==> src/rtl/instr_word_assembler_if.sv <==
// Fetch-side and instruction-side handshake bundle for the instruction word assembler.
// The slave modport is the assembler's view; the master modport is the surrounding pipeline's.
interface instr_word_assembler_if;
  logic [31:0] fetchWord;
  logic        fetchValid;
  logic        fetchReady;
  logic [63:0] outWord;
  logic [63:0] outWordL;
  logic [1:0]  outLen;
  logic        outValid;
  logic        outReady;

  modport slave (
    input  fetchWord, fetchValid, outReady,
    output fetchReady, outWord, outWordL, outLen, outValid
  );

  modport master (
    output fetchWord, fetchValid, outReady,
    input  fetchReady, outWord, outWordL, outLen, outValid
  );
endinterface

==> src/rtl/instr_word_assembler.sv <==
// Packs 32-bit fetch words into 16/32/48-bit instructions, absorbing up to two FE jumbo prefixes.
// One-cycle fetch-to-output latency; fetch stalls once more than 6 halfwords are buffered.
module instr_word_assembler (
  input  logic                   clock,
  input  logic                   reset,
  input  logic                   flush,
  instr_word_assembler_if.slave  bus
);
  logic [127:0] buf_q, buf_d;
  logic [3:0]   hc_q, hc_d;
  logic [1:0]   jc_q, jc_d;
  logic [63:0]  wl_q, wl_d;

  logic [15:0]  head;
  logic [1:0]   len;
  logic         is_prefix;
  logic         absorb;
  logic         out_vld;
  logic         emit;
  logic         push;
  logic [3:0]   pop_cnt;
  logic [3:0]   rem;

  always_comb begin
    head = buf_q[15:0];
    // FE would decode as 48-bit by its opcode bits, but once not absorbed it is a 32-bit op.
    if (head[15:8] == 8'hFE)           len = 2'd2;
    else if (head[15:13] != 3'b111)    len = 2'd1;
    else if (head[11:10] == 2'b11)     len = 2'd3;
    else                               len = 2'd2;

    is_prefix = (hc_q != 4'd0) && (head[15:8] == 8'hFE) && (jc_q != 2'd2);
    absorb    = is_prefix && (hc_q >= 4'd2);
    out_vld   = !is_prefix && (hc_q >= {2'b00, len});
    emit      = out_vld && bus.outReady;
    push      = bus.fetchValid && bus.fetchReady;

    if (absorb)    pop_cnt = 4'd2;
    else if (emit) pop_cnt = {2'b00, len};
    else           pop_cnt = 4'd0;
    rem = hc_q - pop_cnt;
  end

  always_comb begin
    // Slots above HC are always zero, so OR-ing the new word in behind the survivors is safe.
    buf_d = buf_q >> {pop_cnt, 4'b0000};
    if (push) buf_d = buf_d | ({96'd0, bus.fetchWord} << {rem, 4'b0000});
    hc_d = push ? rem + 4'd2 : rem;
    jc_d = jc_q;
    wl_d = wl_q;
    if (absorb) begin
      jc_d = jc_q + 2'd1;
      if (jc_q == 2'd0) wl_d[31:0]  = buf_q[31:0];
      else              wl_d[63:32] = buf_q[31:0];
    end else if (emit) begin
      jc_d = 2'd0;
      wl_d = 64'd0;
    end
    if (flush) begin
      buf_d = 128'd0;
      hc_d  = 4'd0;
      jc_d  = 2'd0;
      wl_d  = 64'd0;
    end
  end

  always_ff @(posedge clock) begin
    if (reset) begin
      buf_q <= 128'd0;
      hc_q  <= 4'd0;
      jc_q  <= 2'd0;
      wl_q  <= 64'd0;
    end else begin
      buf_q <= buf_d;
      hc_q  <= hc_d;
      jc_q  <= jc_d;
      wl_q  <= wl_d;
    end
  end

  assign bus.fetchReady = (hc_q <= 4'd6) && !flush;
  assign bus.outValid   = out_vld;
  assign bus.outLen     = out_vld ? len : 2'd0;
  assign bus.outWordL   = out_vld ? wl_q : 64'd0;

  always_comb begin
    bus.outWord = 64'd0;
    if (out_vld) begin
      case (len)
        2'd1:    bus.outWord = {48'd0, buf_q[15:0]};
        2'd2:    bus.outWord = {32'd0, buf_q[31:0]};
        default: bus.outWord = {16'd0, buf_q[47:0]};
      endcase
    end
  end
endmodule

==> src/flat_wrapper.sv <==
// flat-port wrapper written by rule: the top's interface ports become plain ports
module instr_word_assembler_flat 
  (clock, reset, flush, bus_fetchWord, bus_fetchValid, bus_outReady, bus_fetchReady, bus_outWord, bus_outWordL, bus_outLen, bus_outValid);
  instr_word_assembler_if bus_i ();
  input  logic clock;
  input  logic reset;
  input  logic flush;
  input wire logic [$bits(bus_i.fetchWord)-1:0] bus_fetchWord;
  input wire logic [$bits(bus_i.fetchValid)-1:0] bus_fetchValid;
  input wire logic [$bits(bus_i.outReady)-1:0] bus_outReady;
  output wire logic [$bits(bus_i.fetchReady)-1:0] bus_fetchReady;
  output wire logic [$bits(bus_i.outWord)-1:0] bus_outWord;
  output wire logic [$bits(bus_i.outWordL)-1:0] bus_outWordL;
  output wire logic [$bits(bus_i.outLen)-1:0] bus_outLen;
  output wire logic [$bits(bus_i.outValid)-1:0] bus_outValid;
  assign bus_i.fetchWord = bus_fetchWord;
  assign bus_i.fetchValid = bus_fetchValid;
  assign bus_i.outReady = bus_outReady;
  assign bus_fetchReady = bus_i.fetchReady;
  assign bus_outWord = bus_i.outWord;
  assign bus_outWordL = bus_i.outWordL;
  assign bus_outLen = bus_i.outLen;
  assign bus_outValid = bus_i.outValid;
  instr_word_assembler u_core (.clock(clock), .reset(reset), .flush(flush), .bus(bus_i));
endmodule
==> config.mk <==
export PLATFORM = sky130hd
export DESIGN_NAME = instr_word_assembler_flat
export DESIGN_NICKNAME = d
export VERILOG_FILES = /design/src/rtl/instr_word_assembler_if.sv /design/src/rtl/instr_word_assembler.sv /design/src/flat_wrapper.sv
export SDC_FILE = /design/constraint.sdc
export NUM_CORES = 1
export LEC_CHECK = 0
export CAP_MARGIN = 30
export CORE_MARGIN = 1.5
export CORE_UTILIZATION = 56
export DETAILED_ROUTE_END_ITERATION = 8
export PLACE_DENSITY = 0.91
export RECOVER_POWER = 25
export SETUP_SLACK_MARGIN = 0.2
export SYNTH_ARGS = -nofsm -noshare
export SYNTH_HDL_FRONTEND = slang
export SYNTH_SLANG_ARGS = --single-unit
==> constraint.sdc <==
create_clock -name clock -period 10.2 [get_ports clock]
set_input_delay 1.53 -clock clock [delete_from_list [all_inputs] [get_ports clock]]
set_output_delay 1.53 -clock clock [all_outputs]
set_load 0.005 [all_outputs]
Yosys cells after proc, flatten, opt, wreduce, memory -nomap -nowiden

Index checks and enable logic that the tools add are counted.

Bits in registers: 198

Reduce and logical (&&, ||, !) cells: 15
Bitwise logic cells: 1
Equal/unequal tests: 8
Add/sub/neg operators: 3
Shift operators: 2
Order comparisons: 3
Mux-type cells: 17

Operators by type and width:

| cell                                                                                 | count |
|---|---|
| 64-bit 2-to-1 mux                                                                    | 4 |
| 128-bit 2-to-1 mux                                                                   | 1 |
| 128-bit bitwise OR                                                                   | 1 |
| 32-bit by 8-bit << shifter with 128-bit output                                       | 1 |
| 128-bit by 8-bit >> shifter with 128-bit output                                      | 1 |
| 48-bit one-hot mux with 2 select lines                                               | 1 |
| 32-bit 2-to-1 mux                                                                    | 2 |
| 2-bit 2-to-1 mux                                                                     | 6 |
| 8-bit == test (second input constant)                                                | 1 |
| 4-bit 2-to-1 mux                                                                     | 2 |
| 1-bit logical AND                                                                    | 7 |
| 2-bit != test (second input constant)                                                | 3 |
| 4-bit by 2-bit adder with 4-bit output (second input constant)                       | 1 |
| 2-bit == test (second input constant)                                                | 2 |
| 4-bit by 2-bit greater-or-equal comparator with 1-bit output                         | 1 |
| 4-bit by 2-bit greater-or-equal comparator with 1-bit output (second input constant) | 1 |
| 4-bit by 3-bit less-or-equal comparator with 1-bit output (second input constant)    | 1 |
| 2-bit AND reduction                                                                  | 2 |
| 4-bit nonzero test                                                                   | 1 |
| 4-bit subtractor                                                                     | 1 |
| 3-bit != test (second input constant)                                                | 1 |
| 2-bit by 1-bit adder with 2-bit output (second input constant)                       | 1 |
| 2-bit by 1-bit == test with 1-bit output (second input constant)                     | 1 |
| 1-bit zero test                                                                      | 2 |
| other kinds (4)                                                                      | 4 |

Logic depth before layout (Yosys ltp)

Gate-level depths: netlist (run 1).

Word-level depth: 13
Gate-level depth with buffers: 18

Worst setup path before layout (run 1)

No wires, ideal clock.

Kind: register -> output
Start: reg u_core.hc_q[0]
End: out bus_outWordL[34]
Setup slack: 6.118 ns
Data arrival time: 2.552 ns
Stages on the path, launching flop included: 11
Buffers on the path: 4
Data required time: 8.670 ns
Cell sequence: dfxtp_1 > inv_1 > clkbuf_1 > clkbuf_1 > ha_1 > nor2b_1 > maj3_2 > a21oi_2 > clkbuf_1 > clkbuf_1 > and2_1

Cells in the longest elaborated chain, start to end: 6
Elaborated cells on any way between the ends: 7
Classes of those cells: order compare (1); mux (1); reduce/logical (5)

RTL lines:

| element                                                                                                              | RTL line                   | text |
|---|---|---|
| start: declaration                                                                                                   | instr_word_assembler.sv:10 | `logic [3:0] hc_q, hc_d;` |
| start signal: assignment                                                                                             | instr_word_assembler.sv:70 | `hc_q <= 4'd0;` |
| start signal: assignment                                                                                             | instr_word_assembler.sv:75 | `hc_q <= hc_d;` |
| parallel branches: the longest is 4 deep, another holds 4-bit by 2-bit greater-or-equal comparator with 1-bit output | -                          |  |
| 1-bit logical AND (*)                                                                                                | instr_word_assembler.sv:34 | `out_vld = !is_prefix && (hc_q >= {2'b00, len});` |
| 64-bit 2-to-1 mux (*)                                                                                                | instr_word_assembler.sv:84 | `assign bus.outWordL = out_vld ? wl_q : 64'd0;` |
| end: declaration                                                                                                     | flat_wrapper.sv:13         | `output wire logic [$bits(bus_i.outWordL)-1:0] bus_outWordL;` |

Mark *: on every way between the ends.

Worst setup path in the final report (run 1)

Start: reg u_core.buf_q[13]
End: out bus_outWord[40]

Cells in the longest elaborated chain, start to end: 6
Elaborated cells on any way between the ends: 13
Classes of those cells: order compare (1); eq/ne (4); mux (4); reduce/logical (4)

RTL lines:

| element                                                                                    | RTL line                                                                           | text |
|---|---|---|
| start: declaration                                                                         | instr_word_assembler.sv:9                                                          | `logic [127:0] buf_q, buf_d;` |
| start signal: assignment                                                                   | instr_word_assembler.sv:74                                                         | `buf_q <= buf_d;` |
| 3-bit != test / 8-bit == test (equally long branches)                                      | instr_word_assembler.sv:28, instr_word_assembler.sv:27, instr_word_assembler.sv:32 |  |
| 2-bit 2-to-1 mux / 1-bit logical AND (equally long branches)                               | instr_word_assembler.sv:28, instr_word_assembler.sv:32                             |  |
| 2-bit 2-to-1 mux / 1-bit logical AND (equally long branches)                               | instr_word_assembler.sv:27, instr_word_assembler.sv:32                             |  |
| 4-bit by 2-bit greater-or-equal comparator with 1-bit output, or another cell as far along | instr_word_assembler.sv:34                                                         |  |
| 1-bit logical AND / 48-bit one-hot mux with 2 select lines (equally long branches)         | instr_word_assembler.sv:34, instr_word_assembler.sv:89                             |  |
| 64-bit 2-to-1 mux (*)                                                                      | instr_word_assembler.sv:88                                                         | `if (out_vld) begin` |
| end: declaration                                                                           | flat_wrapper.sv:12                                                                 | `output wire logic [$bits(bus_i.outWord)-1:0] bus_outWord;` |

Every way passes the cells marked *; elsewhere a longest branch is shown, timed or not.

==> results of run 1 <==
synthesized netlist by cell type, drive strengths merged (2+ instances only):
cell type / count
o22ai: 62
a21o: 2
o21ai: 26
a22oi: 54
nor3b: 2
a21oi: 55
ha: 5
a211oi: 16
xnor2: 3
clkbuf: 66
inv: 8
nand3b: 2
nor3: 7
nand2: 146
a221oi: 13
nor2: 127
o211ai: 4
dfxtp: 198
and2: 99
maj3: 2
a21boi: 2
nand2b: 9
buf: 55
mux2i: 115
or2: 3
o22a: 16
o31ai: 17
mux2: 29
nand3: 49
or3: 5
and3: 18
a221o: 16
per-stage QoR:
stage                     power (mW)  instances
after floorplan                 1.14       1258
after global placement          1.25       1531
after detailed placement        1.26       1532
after CTS                       1.92       1564
after global routing            2.00       1565
final                           1.94       1565
per-layer routing:
metal  wire length, µm  part of all wire (%)
met1             13000                    40
met2             14800                    45
met3              3860                    12
met4              1130                   3.4
met5                 0                     0
state kept, by name, summed over array words and instances (netlist names):
signal        count
u_core.hc_q       4
u_core.buf_q    128
u_core.wl_q      64
u_core.jc_q       2
logic make-up (layout without fill, tap and decap cells):
family	Yosys count	in the layout	synth area share, %
adders and majority gates	7	7	0.810
muxes	144	144	14.1
buffers and inverters	129	207	5.98
other	1	16	0.0357
and+or+nand+nor	472	472	21.8
AOI/OAI and AO/OA	289	289	19.1
DFF	198	198	37.7
xor gates and xnor gates	3	3	0.429
area by class of cell:
| class | instances | share of cell area [%] |
|---|---|---|
| clock buffers | 18 | 3.52 |
| clock inverters | 14 | 1.13 |
| inverters | 8 | 0.241 |
| multi-input cells | 931 | 48.0 |
| flip-flops and latches | 198 | 31.7 |
| well taps | 229 | 2.30 |
| repair buffers | 167 | 13.1 |
final timing paths:
path	to	slack (ns)	cells past startpoint
worst max-delay path	bus_outWord[40]	2.77	10
worst min-delay path	u_core.wl_q[8]	0.45	2
worst max register to register	u_core.buf_q[7]	2.81	12
worst min register to register	u_core.wl_q[8]	0.45	2
report_power, final:
group,internal (mW),switching [mW]
registers,0.800,0.0311
logic,0.149,0.292
clock network,0.349,0.321
worst min-delay path, stage by stage (launching register included):
cell                      delay [ns]
sky130_fd_sc_hd__dfxtp_1        0.31
sky130_fd_sc_hd__nand3_1        0.06
sky130_fd_sc_hd__nor2_1         0.04
==> PnR_summary.wiki, run 1 <==
{| class="wikitable"
! Metric !! Value
|-
| Critical setup path kind || register to output port
|-
| Required time of the worst setup path || 8.67 ns
|-
| Number of max-cap violations || 2
|-
| Number of instances resized during post-cts repair || 0
|-
| ANT nets after route || 0
|-
| Gate Count Post-Synth || 1243
|-
| Core box area || 18100 µm²
|-
| Most common cell after layout, fill and taps aside || sky130_fd_sc_hd__dfxtp_1
|-
| Storage element area || 3960 µm²
|-
| Number of max-slew violations in the final report || 116
|-
| Number of clock sinks || 198
|-
| Global-route wire length before repair || 51000 µm
|-
| Cell accounting for the most synthesized area || sky130_fd_sc_hd__dfxtp_1
|-
| Count of pins on the block boundary || 169
|-
| Tightest slew margin relative to the limit || -148%
|-
| Via density per instance || 6.55
|-
| Largest delay share family, worst path || compound AO/OA/AOI/OAI gates
|-
| Area of the multi-input gates || 5990 µm²
|-
| Part of the cycle the worst path needs || 72.9%
|-
| H-tree depth reported by CTS || 4
|-
| Total global routing overflow || 0
|-
| Timing startpoint of the critical path || u_core.buf_q[13]
|-
| Mapped cell area || 10500 µm²
|-
| Aggregate routed wire length || 32800 µm
|-
| Total of warnings raised by yosys || 0
|-
| Status || complete, but fails checks
|-
| Worst Hold Margin || 0.453 ns
|-
| Largest stage delay, worst path || 1.62 ns
|-
| Leak Pwr || 4.57 nW
|-
| Number of antenna diodes || 0
|-
| Routed WL per cell || 21.0 µm
|-
| Fraction of synthesized cell area taken by the top area cell type || 37.7%
|-
| Worst reg2reg path startpoint || u_core.buf_q[13]
|-
| Vias after detailed routing || 10246
|-
| List of cells traversed by the critical path || nand3_1 -> a31oi_1 -> inv_1 -> ha_1 -> nor2b_1 -> maj3_1 -> a21oi_1 -> buf_4 -> and3_1 -> clkdlybuf4s50_1
|-
| Final Net Count || 1365
|-
| Number of DRC markers after the initial detailed-route iteration || 1283
|-
| Area growth, synth to finish || 18.9%
|-
| Number of distinct standard cells referenced by the synthesized netlist || 56
|-
| M3 GR Usage || 6.02%
|-
| Worst setup slack before clock tree synthesis || 4.61 ns
|-
| Kind of launch point of the worst setup path || register
|-
| RSZ-0062 raised after global routing || no
|-
| Via count of the first global-routing pass || 9411
|-
| Post-detailed-route DRC marker count || 0
|-
| VDD IR max || 0.138 mV
|-
| CTS tree || done
|-
| Part of the Yosys area used for sequential elements || 37.7%
|-
| Largest cells by area after synthesis || sky130_fd_sc_hd__dfxtp_1, sky130_fd_sc_hd__mux2i_1, sky130_fd_sc_hd__and2_1
|-
| Hold crit path type || register to register
|-
| Post-layout worst setup margin || 2.77 ns
|-
| Number of rows created at floorplan || 49
|-
| Number of buffer cells added on primary ports || 152
|-
| Total setup violations reported at the end of the flow || 0
|-
| Overall die area || 19600 µm²
|-
| Maximum operating frequency || 135 MHz
|-
| Largest fanout of any net on the critical path || 59
|-
| GR peak layer || met2
|-
| Setup Total Neg Slack || 0 ns
|-
| Number of hold violations in the final report || 0
|-
| Instance area after placement || 11900 µm²
|-
| Clock slew seen by the registers of the worst setup and hold paths || 0.07 ns
|-
| Met2 track utilization from global routing || 51.5%
|-
| Worst EP arrival || 5.90 ns
|-
| Initial antenna violation count || 0
|-
| Die span in y || 140 µm
|-
| Final critical delay including setup and external delays || 7.43 ns
|-
| Clock latency of the later-clocked register in the worst-skew pair || 0.45 ns
|-
| HPWL after detailed placement || 20900 µm
|-
| Fill cell instance count of the final layout || 1352
|-
| Violations in the final reports || max-capacitance violations, max-slew violations
|-
| Startpoint of the tightest hold check path || u_core.wl_q[8]
|-
| Global-route usage over all layers || 32.8%
|-
| Least-Margin Pin Slew || 3.73 ns
|-
| Die Span X || 140 µm
|-
| Number of buffers and inverters on the critical path || 3
|-
| Utilization of the core after routing || 68.8%
|-
| Starting density of the core || 57.9%
|-
| Final design instance area without fill || 12500 µm²
|-
| Mean instance size in the synthesized netlist || 8.45 µm²
|-
| Crit. End Element || output port
|-
| Number of buffers created by CTS || 17
|-
| Clock Tree Buf Depth || 2
|-
| Router iterations before antenna repair || 5
|-
| Hold-fix buffers at CTS || 0
|-
| Final clock skew || 0.00726 ns
|-
| #FFs+latches synth || 198
|-
| Most used flip-flop cell after synthesis || sky130_fd_sc_hd__dfxtp_1
|-
| Top library cells by usage in the layout, fill and taps aside || sky130_fd_sc_hd__dfxtp_1, sky130_fd_sc_hd__clkdlybuf4s50_1, sky130_fd_sc_hd__nand2_1
|-
| Fraction of final layout cells sized beyond drive strength 1 || 7.34%
|-
| Number of synthesized flops with an enable pin || 0
|-
| Cell with the biggest individual delay on the critical path || sky130_fd_sc_hd__a21oi_1
|-
| Power per unit of standard cell area || 156 nW/µm²
|-
| Post-CTS setup repair buffer count || 0
|-
| Fraction of met1 tracks used by global routing || 44.3%
|-
| Maximum number of pins on one net before global-route repair || 91
|-
| Final weighted congestion in routability-driven placement || 0.892
|-
| Root buffer selected by CTS || sky130_fd_sc_hd__clkbuf_16
|-
| Share of synthesized registers carrying an async set or reset || 0%
|}
Note: power is estimated with default switching activity, not from simulation.
==> run 2: changes to the inputs <==
Settings changed: CORE_UTILIZATION 56 to 49, PLACE_DENSITY 0.91 to 0.85.
Clock period 10.2 ns to 6.6 ns, I/O delays scaled along.
==> PnR_summary.wiki, run 2 (synthesized netlist as in run 1, its figures left out) <==
{| class="wikitable"
! Metric !! Value
|-
| Status || complete, but fails checks
|-
| Violations in the final reports || max-capacitance violations, max-slew violations
|-
| Comb power frac || 21.7% (-1.0 points)
|-
| Initial antenna violation count || 0 (unchanged)
|-
| Clock network power share || 37.0% (+2.5 points)
|-
| Leak Pwr || 4.64 nW (+1.5%)
|-
| Maximum operating frequency || 177 MHz
|-
| Cell with the biggest individual delay on the critical path || sky130_fd_sc_hd__clkbuf_2
|-
| Number of buffers and inverters on the critical path || 3 (unchanged)
|-
| Top library cells by usage in the layout, fill and taps aside || sky130_fd_sc_hd__dfxtp_1, sky130_fd_sc_hd__clkdlybuf4s50_1, sky130_fd_sc_hd__nand2_1
|-
| Internal Dissipation || 2.14 mW (+65%)
|-
| Most common cell after layout, fill and taps aside || sky130_fd_sc_hd__dfxtp_1
|-
| Number of flip-flops in the largest register || 128 (unchanged)
|-
| Post-detailed-route DRC marker count || 0 (unchanged)
|-
| Fraction of final layout cells sized beyond drive strength 1 || 7.32% (-0.016 points)
|-
| Overall die area || 22300 µm² (+14%)
|-
| Utilization of the core after routing || 60.1% (-8.6 points)
|-
| Die span in y || 149 µm (+6.8%)
|-
| Clock latency of the later-clocked register in the worst-skew pair || 0.44 ns (about the same)
|-
| CTS tree || done
|-
| Worst Hold Margin || 0.446 ns (-0.00726 ns)
|-
| Share of total power in sequential cells || 41.3% (-1.5 points)
|-
| Aggregate routed wire length || 33200 µm (+1.0%)
|-
| Number of max-slew violations in the final report || 172 (+48%)
|-
| Clock Tree Buf Depth || 2 (unchanged)
|-
| Routed WL per cell || 20.6 µm (-2.0%)
|-
| Switching share of total power || 31.1% (-2.1 points)
|-
| Required time of the worst setup path || 5.61 ns (-3.06 ns)
|-
| HPWL after detailed placement || 20900 µm (+0.10%)
|-
| Global-route usage over all layers || 29.3% (-3.5 points)
|-
| RSZ-0062 raised after global routing || no
|-
| Count of pins on the block boundary || 169 (unchanged)
|-
| Number of hold violations in the final report || 0 (unchanged)
|-
| Post-CTS setup repair buffer count || 0 (unchanged)
|-
| Power per unit of standard cell area || 246 nW/µm² (+58%)
|-
| Part of the cycle the worst path needs || 85.6%
|-
| Final design instance area without fill || 12600 µm² (+1.3%)
|-
| Starting density of the core || 50.0% (-7.9 points)
|-
| Number of max-cap violations || 2 (unchanged)
|-
| Maximum number of pins on one net before global-route repair || 139 (+53%)
|-
| Worst EP arrival || 4.66 ns (-1.24 ns)
|-
| Root buffer selected by CTS || sky130_fd_sc_hd__clkbuf_16
|-
| Biggest registers after layout || u_core.buf_q x128, u_core.wl_q x64, u_core.hc_q x4
|-
| Die Span X || 149 µm (+6.8%)
|-
| Via count of the first global-routing pass || 9268 (-1.5%)
|-
| Critical setup path kind || register to output port
|-
| Core box area || 21000 µm² (+16%)
|-
| Final critical delay including setup and external delays || 5.65 ns
|-
| Number of instances resized during post-cts repair || 0 (unchanged)
|-
| Crit. End Element || output port
|-
| Largest fanout of any net on the critical path || 99 (+68%)
|-
| Least-Margin Pin Slew || 1.69 ns (-2.04 ns)
|-
| Vias after detailed routing || 10071 (-1.7%)
|-
| Switching power summed over all nets || 0.967 mW (+50%)
|-
| Tightest slew margin relative to the limit || -12.6% (+140 points)
|-
| Hold crit path type || register to register
|-
| Area growth, synth to finish || 20.4%
|-
| Global-route wire length before repair || 50800 µm (-0.46%)
|-
| Setup Total Neg Slack || 0 ns (unchanged)
|-
| List of cells traversed by the critical path || inv_1 -> ha_1 -> nor2b_1 -> maj3_1 -> a21oi_1 -> clkbuf_2 -> and3_1 -> clkdlybuf4s50_1
|-
| Via density per instance || 6.24 (-4.7%)
|-
| ANT nets after route || 0 (unchanged)
|-
| Final clock skew || 0.0195 ns (+0.0123 ns)
|-
| H-tree depth reported by CTS || 4 (unchanged)
|-
| Number of buffer cells added on primary ports || 152 (unchanged)
|-
| Number of clock sinks || 198 (unchanged)
|-
| Final Net Count || 1369 (+0.29%)
|-
| Largest stage delay, worst path || 1.18 ns (-0.44 ns)
|-
| Number of rows created at floorplan || 53 (+8.2%)
|-
| Number of antenna diodes || 0 (unchanged)
|-
| Number of buffers created by CTS || 17 (unchanged)
|-
| Total setup violations reported at the end of the flow || 0 (unchanged)
|-
| Hold-fix buffers at CTS || 0 (unchanged)
|-
| Largest delay share family, worst path || buffers and inverters
|-
| VDD IR max || 0.202 mV (+46%)
|-
| Number of DRC markers after the initial detailed-route iteration || 1073 (-16%)
|-
| Instance area after placement || 12000 µm² (+0.74%)
|-
| Total global routing overflow || 0 (unchanged)
|-
| Clock slew seen by the registers of the worst setup and hold paths || 0.07 ns (about the same)
|-
| Final weighted congestion in routability-driven placement || 0.907 (+1.7%)
|-
| Router iterations before antenna repair || 6 (+1)
|-
| Most flop-heavy register || u_core.buf_q
|-
| Kind of launch point of the worst setup path || register
|}
==> run 2: area by class of cell <==
cell class	count	area [µm²]
Sequential cell	198	3960
Timing Repair Buffer	171	1680
Clock buffer	19	443
Clock inverter	12	199
Tap cell	275	344
Inverter	8	30.0
Multi-Input combinational cell	931	5980
Fill cell	1743	8380
==> run 2: routing by layer <==
metal  vias to the layer above  routed length, µm  GRT usage, %
met3                        90               4070          6.77
met2                       688              14700          45.3
met1                      4713              13500          39.6
met4                         0                962          11.5
met5                         -                  0             0
li1                       4580                  -             -
==> run 2: power by group through the flow <==
stage	combinational (mW)	clock [mW]	sequential [mW]
finish	0.674	1.15	1.28
global route	0.722	1.20	1.29
CTS	0.657	1.15	1.28
detailed placement	0.651	0	1.31
global placement	0.637	0	1.31
floorplan	0.475	0	1.29
==> run 2: through the flow <==
stage,total power [mW],cells,setup WS (ns)
floorplan,1.76,1258,2.80
global placement,1.94,1580,2.02
detailed placement,1.96,1581,1.95
CTS,3.09,1612,1.56
global route,3.20,1614,0.663
finish,3.11,1614,0.952
==> run 2: worst min-delay path, stage by stage, from the launching register on <==
cell and delay (ns):
sky130_fd_sc_hd__dfxtp_1 0.32, sky130_fd_sc_hd__nand3_1 0.06, sky130_fd_sc_hd__nor2_1 0.03
==> run 2: worst paths after layout <==
check	startpoint	endpoint	slack, ns	depth (start not counted)
worst min register to register	u_core.wl_q[8]	u_core.wl_q[8]	0.45	2
worst max-delay path	u_core.hc_q[0]	bus_outWord[35]	0.95	8
worst min-delay path	u_core.wl_q[8]	u_core.wl_q[8]	0.45	2
worst max register to register	u_core.hc_q[0]	u_core.buf_q[99]	1.06	11
